`src/rtl/serial_twos_deserializer.sv`:
```
`default_nettype none
// ============================================================================
// Module   : serial_twos_deserializer
// Brief    : LSB-first serial-to-parallel word assembler with optional
//            on-the-fly two's-complement negation and overflow/abort flags.
// Revision : 1.0 - initial release
// ============================================================================
module serial_twos_deserializer #(
    parameter int WIDTH = 8
) (
    input  logic             t_clk,
    input  logic             r,
    input  logic             i,
    input  logic             i_valid,
    input  logic             sof,
    input  logic             neg,
    output logic [WIDTH-1:0] y,
    output logic             y_valid,
    output logic             ovf,
    output logic             frame_err
);

    localparam int                 c_cnt_w = $clog2(WIDTH + 1);
    localparam logic [c_cnt_w-1:0] c_last  = c_cnt_w'(WIDTH - 1);
    localparam logic [c_cnt_w-1:0] c_one   = c_cnt_w'(1);

    typedef enum logic [0:0] {
        IDLE  = 1'b0,
        SHIFT = 1'b1
    } state_t;

    state_t             r_state;
    logic [c_cnt_w-1:0] r_cnt;
    logic               r_seen_one;
    logic               r_neg_q;
    logic [WIDTH-1:0]   r_shreg;

    logic               w_out_bit;
    logic [WIDTH-1:0]   w_word;
    logic               w_last;

    // Serial negation: copy through the first 1, invert everything after it.
    always_comb begin
        w_out_bit = (r_neg_q & r_seen_one) ? ~i : i;
        w_word    = r_shreg | ({{(WIDTH-1){1'b0}}, w_out_bit} << r_cnt);
        w_last    = (r_cnt == c_last);
    end

    always_ff @(posedge t_clk or posedge r) begin
        if (r) begin
            r_state    <= IDLE;
            r_cnt      <= '0;
            r_seen_one <= 1'b0;
            r_neg_q    <= 1'b0;
            r_shreg    <= '0;
            y          <= '0;
            y_valid    <= 1'b0;
            ovf        <= 1'b0;
            frame_err  <= 1'b0;
        end else begin
            y_valid   <= 1'b0;
            frame_err <= 1'b0;
            if (i_valid) begin
                if (sof) begin
                    // A sof while a word is in flight aborts it; the bit still starts a new frame.
                    frame_err  <= (r_state == SHIFT);
                    r_state    <= SHIFT;
                    r_neg_q    <= neg;
                    r_seen_one <= i;
                    r_shreg    <= {{(WIDTH-1){1'b0}}, i};
                    r_cnt      <= c_one;
                end else if (r_state == SHIFT) begin
                    if (w_last) begin
                        y          <= w_word;
                        y_valid    <= 1'b1;
                        ovf        <= r_neg_q & ~r_seen_one & i;
                        r_state    <= IDLE;
                        r_cnt      <= '0;
                        r_seen_one <= 1'b0;
                        r_shreg    <= '0;
                    end else begin
                        r_shreg    <= w_word;
                        r_cnt      <= r_cnt + c_one;
                        r_seen_one <= r_seen_one | i;
                    end
                end
            end
        end
    end

endmodule
`default_nettype wire

```
`config.mk`:
```
export PLATFORM = sky130hd
export DESIGN_NAME = serial_twos_deserializer
export DESIGN_NICKNAME = d
export VERILOG_FILES = /design/src/rtl/serial_twos_deserializer.sv
export SDC_FILE = /design/constraint.sdc
export NUM_CORES = 1
export LEC_CHECK = 0
export BUFFER_PORTS_ARGS = -buffer_cell sky130_fd_sc_hd__clkbuf_2
export CORE_MARGIN = 2
export CORE_UTILIZATION = 55
export DETAILED_ROUTE_END_ITERATION = 12
export HOLD_SLACK_MARGIN = 0.08
export PLACE_DENSITY = 0.77
export SYNTH_ARGS = -nofsm -noshare
export SYNTH_HDL_FRONTEND = slang
export SYNTH_SLANG_ARGS = --single-unit
export TNS_END_PERCENT = 20
```
`constraint.sdc`:
```
create_clock -name t_clk -period 1.7 [get_ports t_clk]
set_input_delay 0.085 -clock t_clk [delete_from_list [all_inputs] [get_ports t_clk]]
set_output_delay 0.085 -clock t_clk [all_outputs]
set_load 0.02 [all_outputs]
```
==> impl_metrics.yaml, run 1 <==
place:
  gp_routability_congestion: 0.836
  port_buffers: 16
  dp.final_hpwl_um: 1670
synth:
  synthDistinctLibCells: 39
  synth_top_flop_cell: "dfrtp_1"
  async_reset_ff_share_pct: 100
  netlist_area_sq_mm: 0.00125
  synth-edff-count: 0
  synth-seq-cells: 26
  syn-num-nets: 120
  syn-instance-count: 113
  avgSynthCellArea_sq_um: 11.0
  yosysWarnings: 0
  yosysSeqAreaShare_pct: 52.2
power_and_ir_drop:
  seq_power_share_pct: 48.4
  ir_worst_vdd_uv: 1010
  p_sw_w: 0.000621
  intPower_w: 0.00110
  p_comb_share_pct: 33.8
  p_leak_nw: 0.692
  power_w: 0.00172
  swShare_pct: 36.0
  clkPwrFrac_pct: 17.8
  p_per_area_mw_per_mm2: 1220
worst_setup_path:
  r2r_start: "r_cnt[0]$_DFFE_PP0P_"
  cp_num_buf_inv: 0
  crit_arrival_ns: 1.83
  critical_path_class: "reg2reg"
  critical_path.max_stage_delay_ns: 0.41
  path_cells: "ha_1 -> and3b_4 -> nor3_4 -> nand2b_2 -> o2bb2ai_1"
  cpLargestDelayFamily: "simple AND/OR/NAND/NOR gates"
  r2r_setup_slack_ns: 0.12
  worstRegToRegCells: 5
  worst-path-max-fanout: 6
  critPathLaunchType: "flop"
  worstReg2RegEnd: "r_shreg[4]$_DFFE_PP0P_"
  crit_path_top_delay_cell: "dfrtp_1"
  timing.critical_path.from: "r_cnt[0]$_DFFE_PP0P_"
  end_kind: "flop"
  required_ns: 1.95
global_routing:
  overflow: 0
  grt_use_total_pct: 20.5
  antenna_found_initial: 0
  grt_pass1_vias: 869
  grt_max_degree: 27
  grt_pass1_wl_um: 3950
routing:
  wl_per_cell_um: 14.3
  wl_met2_um: 1120
  wl_met3_um: 63
  ant_nets: 0
  vias: 925
  dr.pass1.iters: 4
  drt_iter0_markers: 16
  avgViaCountPerCell: 5.75
  wl_met1_um: 1060
  wl_um: 2300
  routed.top_layer: "met4"
  drcViolationCount: 0
timing:
  fin_crit_sh_pct: 92.9
  finalSetupViolCount: 0
  hold_ws_ns: 0.0978
  tightest_slew_ns: 0.390
  fin_setup_tns_ns: 0
  slew_headroom_pct: 74.0
  skew_ns: 0.00924
  slew_viol_final: 0
  grt_setup_unrepaired: "no"
  fmax_ghz: 0.633
  fin_crit_ns: 1.58
  hold_viol_final: 0
die:
  die_h_um: 51.6
  rows: 17
  die_w_um: 51.6
  io_pins: 17
  die_area_sq_mm: 0.00267
  initial_core_util_pct: 57.5
  core_sq_mm: 0.00217
clocking:
  clk_path_buf_depth: 2
  cts-htree-levels: 1
  post_cts.repair.setup_buffers: 0
  insertion_delay_ns: 0.32
  cts_tree: "built"
  clk_pin_slew_worst_paths_ns: 0.14
  root_buffer: "clkbuf_4"
  clock-sinks: 26
  cts_made_buffers: 3
finish:
  final_cell_mix: "26 x dfrtp_1, 16 x clkbuf_2, 10 x nand2_1, 7 x a21oi_1, 7 x buf_4"
  fin_nets: 141
  mostFrequentLayoutCell: "dfrtp_1"
  area_delta_synth_final_pct: 13.7
  insertedDiodeCount: 0
  drive_above_1_share_pct: 27.1
run_status:
  outcome: "finished clean"
hold_path:
  timing.hold.worst_endpoint: "ovf$_DFFE_PP0P_"
  hold_depth: 3
  min-delay-start: "i"
  worstHoldPathType: "in2reg"
flow_run:
  drv_cap: 0
==> per-stage QoR <==
step	cell area, sq um	worst slack [ns]	std cells	util (%)
floorplan	1250	0.208	113	-
global placement	1360	0.196	155	62.8
detailed placement	1360	0.164	155	62.8
CTS	1420	0.121	161	65.4
global route	1420	0.0166	161	65.4
finish	1420	0.120	161	65.4
==> Yosys cell counts (2+ instances only) <==
master / number / area [sq um]
inv_1: 3 / 11.3
clkbuf_1: 3 / 11.3
nor3_4: 2 / 32.5
mux2_1: 5 / 56.3
o21a_1: 2 / 15.0
nor2_1: 6 / 22.5
a21oi_1: 7 / 35.0
a31oi_1: 3 / 18.8
dfrtp_1: 26 / 651
nor3_1: 2 / 10.0
buf_2: 3 / 15.0
buf_4: 2 / 15.0
o21ai_0: 3 / 15.0
o21ai_1: 3 / 15.0
nand3_1: 5 / 25.0
nand2_1: 10 / 37.5
o2bb2ai_1: 6 / 52.6
==> tightest hold or removal path, stage by stage <==
cell and delay [ns]:
clkbuf_2 0.14, nand4b_1 0.11, o21ai_1 0.06
==> what timing repair did <==
| item | 4_1_cts | 5_1_grt |
|---|---|---|
| endpoints found under the setup margin | 0 | 4 |
| gates resized for setup | 0 | 0 |
| endpoints found under the hold margin | 27 | 0 |
| hold buffers | 2 | 0 |
==> kinds of logic (layout without fill, tap and decap cells) <==
family / count (synthesis) / count (layout) / share of synthesized area (%)
simple gates: 35 / 35 / 17.7
buf+inv: 13 / 33 / 5.42
fa+ha+maj: 1 / 1 / 1.00
xor+xnor: 2 / 2 / 1.40
compound gates: 29 / 29 / 16.1
mux: 7 / 7 / 6.22
flops: 26 / 26 / 52.2
==> power by group through the flow <==
stage | combinational [W] | clock [W] | sequential [W]
2_1_floorplan | 0.000363 | 0 | 0.000900
3_3_place_gp | 0.000565 | 0 | 0.000841
3_5_place_dp | 0.000578 | 0 | 0.000847
4_1_cts | 0.000585 | 0.000316 | 0.000835
5_1_grt | 0.000643 | 0.000346 | 0.000849
6_report | 0.000584 | 0.000307 | 0.000834
==> worst max-delay path by stage <==
stage	endpoint	slack [ns]	cells past startpoint
5_1_grt	ovf$_DFFE_PP0P_	0.02	6
6_report	r_shreg[4]$_DFFE_PP0P_	0.12	5
2_1_floorplan	r_shreg[1]$_DFFE_PP0P_	0.21	5
3_3_place_gp	ovf$_DFFE_PP0P_	0.20	6
3_5_place_dp	y[3]$_DFFE_PP0P_	0.16	4
4_1_cts	ovf$_DFFE_PP0P_	0.12	6
==> metal layers <==
metal / vias to the layer above / GRT usage, %
li1: 447 / -
met1: 454 / 27.7
met2: 17 / 31.2
met3: 7 / 3.45
met4: 0 / 11.8
met5: - / 0
==> flip-flops by register name, indices dropped and copies added, names as in the netlist <==
signal and cells:
y_valid 1, r_cnt 4, frame_err 1, r_neg_q 1, ovf 1, r_state 1
r_shreg 8, r_seen_one 1, y 8
==> area by class of cell <==
| cell class | instances | area [sq um] |
|---|---|---|
| Clock buffer | 4 | 36.3 |
| Fill cell | 175 | 751 |
| Inverter | 4 | 15.0 |
| Multi-Input combinational cell | 74 | 529 |
| Sequential cell | 26 | 651 |
| Tap cell | 28 | 35.0 |
| Timing Repair Buffer | 25 | 153 |
Note: power is estimated with default switching activity, not from simulation.
==> inputs of run 2 (changes only) <==
- CORE_UTILIZATION: 55 -> 58
- CTS_BUF_LIST: default -> sky130_fd_sc_hd__clkbuf_8
- PLACE_DENSITY: 0.77 -> 0.8
==> run 2 against run 1 <==
Maximum frequency is 3.8% higher; critical path depth unchanged; clock power rose by 12%; flip-flop and latch count unchanged; critical path type unchanged; critical endpoint is now r_shreg[1]$_DFFE_PP0P_.
==> impl_metrics.yaml, run 2 (synthesis results as in run 1) <==
run_status:
  outcome: "finished clean"
place:
  dp.final_hpwl_um: 1670
  place_ws_ns: 0.118
  gp_routability_congestion: 0.871
  port_buffers: 16
clocking:
  clock-sinks: 26
  insertion_delay_ns: 0.27
  clk_pin_slew_worst_paths_ns: 0.08
  root_buffer: "clkbuf_8"
  clk_path_buf_depth: 2
  cts-htree-levels: 1
  cts_made_buffers: 3
  cts_tree: "built"
die:
  rows: 16
  io_pins: 17
  core_sq_mm: 0.00200
  die_area_sq_mm: 0.00254
  die_w_um: 50.4
  initial_core_util_pct: 62.3
  die_h_um: 50.4
worst_setup_path:
  r2r_start: "r_cnt[0]$_DFFE_PP0P_"
  worst-path-max-fanout: 4
  crit_path_top_delay_cell: "dfrtp_1"
  path_depth: 5
  critical_path.max_stage_delay_ns: 0.41
  worstRegToRegCells: 5
  r2r_setup_slack_ns: 0.18
  cp_num_buf_inv: 0
  crit_arrival_ns: 1.70
  end_kind: "flop"
  worstReg2RegEnd: "r_shreg[1]$_DFFE_PP0P_"
  cpLargestDelayFamily: "simple AND/OR/NAND/NOR gates"
  path_cells: "ha_2 -> and3b_4 -> nor3_4 -> nand3_2 -> o41ai_2"
  required_ns: 1.87
  critical_path_class: "reg2reg"
  critPathLaunchType: "flop"
power_and_ir_drop:
  p_per_area_mw_per_mm2: 1240
  ir_worst_vdd_uv: 821
  p_leak_nw: 0.691
routing:
  dr.pass1.iters: 4
  drcViolationCount: 0
  drt_iter0_markers: 17
  vias: 926
  avgViaCountPerCell: 5.82
  wl_um: 2340
  ant_nets: 0
  wl_per_cell_um: 14.7
timing:
  fin_crit_ns: 1.52
  hold_viol_final: 0
  finalSetupViolCount: 0
  fin_crit_sh_pct: 89.5
  slew_viol_final: 0
  slew_headroom_pct: 75.3
  tightest_slew_ns: 0.371
  fmax_ghz: 0.657
  fin_setup_tns_ns: 0
  skew_ns: 0.00160
  fin_ws_ns: 0.178
  grt_setup_unrepaired: "no"
finish:
  insertedDiodeCount: 0
  layout_top_registers: "r_shreg (8), y (8), r_cnt (4)"
  drive_above_1_share_pct: 27.3
  mostFrequentLayoutCell: "dfrtp_1"
  area_delta_synth_final_pct: 14.2
  final_cell_mix: "26 x dfrtp_1, 16 x clkbuf_2, 10 x nand2_1, 7 x a21oi_1, 7 x buf_4"
  fin_nets: 141
flow_run:
  drv_cap: 0
hold_path:
  min-delay-start: "i"
  hold_depth: 3
  timing.hold.worst_endpoint: "ovf$_DFFE_PP0P_"
  worstHoldPathType: "in2reg"
global_routing:
  grt_pass1_vias: 825
  grt_use_total_pct: 21.3
  antenna_found_initial: 0
  grt_pass1_wl_um: 3970
  met2_usage_pct: 33.8
  overflow: 0
  grt_max_degree: 27
  use_met1_pct: 30.2
  busiest_layer: "met2"
  grtUsageMet3_pct: 2.68
[run 2: where the power goes]
part	internal, W	total (W)	leakage, nW	switching (W)
logic	0.000232	0.000585	0.333	0.000352
clock network	0.000159	0.000343	0.0216	0.000184
registers	0.000744	0.000839	0.337	0.0000951
[run 2: final cells by class]
class,count,area (sq um)
inverters,4,15.0
multi-input cells,74,532
clock buffers,3,41.3
repair buffers,25,153
fillers,159,577
flip-flops and latches,26,651
well taps,27,33.8
[run 2: worst max path at each step]
stage                                    start                endpoint  slack, ns
after CTS                 r_cnt[0]$_DFFE_PP0P_  r_shreg[1]$_DFFE_PP0P_        0.1
final                     r_cnt[0]$_DFFE_PP0P_  r_shreg[1]$_DFFE_PP0P_       0.18
after global routing      r_cnt[0]$_DFFE_PP0P_         ovf$_DFFE_PP0P_       0.05
after floorplan           r_cnt[0]$_DFFE_PP0P_  r_shreg[1]$_DFFE_PP0P_       0.21
after global placement    r_cnt[1]$_DFFE_PP0P_         ovf$_DFFE_PP0P_       0.20
after detailed placement  r_cnt[1]$_DFFE_PP0P_        y[1]$_DFFE_PP0P_       0.12
[run 2: tightest hold or removal path, stage by stage]
cell and delay (ns):
clkbuf_2 0.14, nand4b_1 0.10, o21ai_1 0.06
[run 2: metal layers]
layer / part of all wire [%] / wire length, um
met5: 0 / 0
met4: 1.8 / 42
met3: 3.8 / 89
met2: 49 / 1140
met1: 46 / 1070
[run 2: through the flow]
stage	util [%]	hold WS, ns	std cells	power (W)	area [sq um]
4_1_cts	71.1	0.148	159	0.00177	1420
3_3_place_gp	68.0	0.128	154	0.00140	1360
2_1_floorplan	-	0.125	113	0.00126	1250
3_5_place_dp	68.0	0.138	154	0.00143	1360
5_1_grt	71.2	0.176	159	0.00187	1430
6_report	71.2	0.142	159	0.00177	1430
[run 2: repair_timing]
action                     CTS  global route
hold buffers                 2             0
gates resized for setup      0             1
setup buffers                0             0
hold endpoints to repair    27             0
setup endpoints to repair    0             5
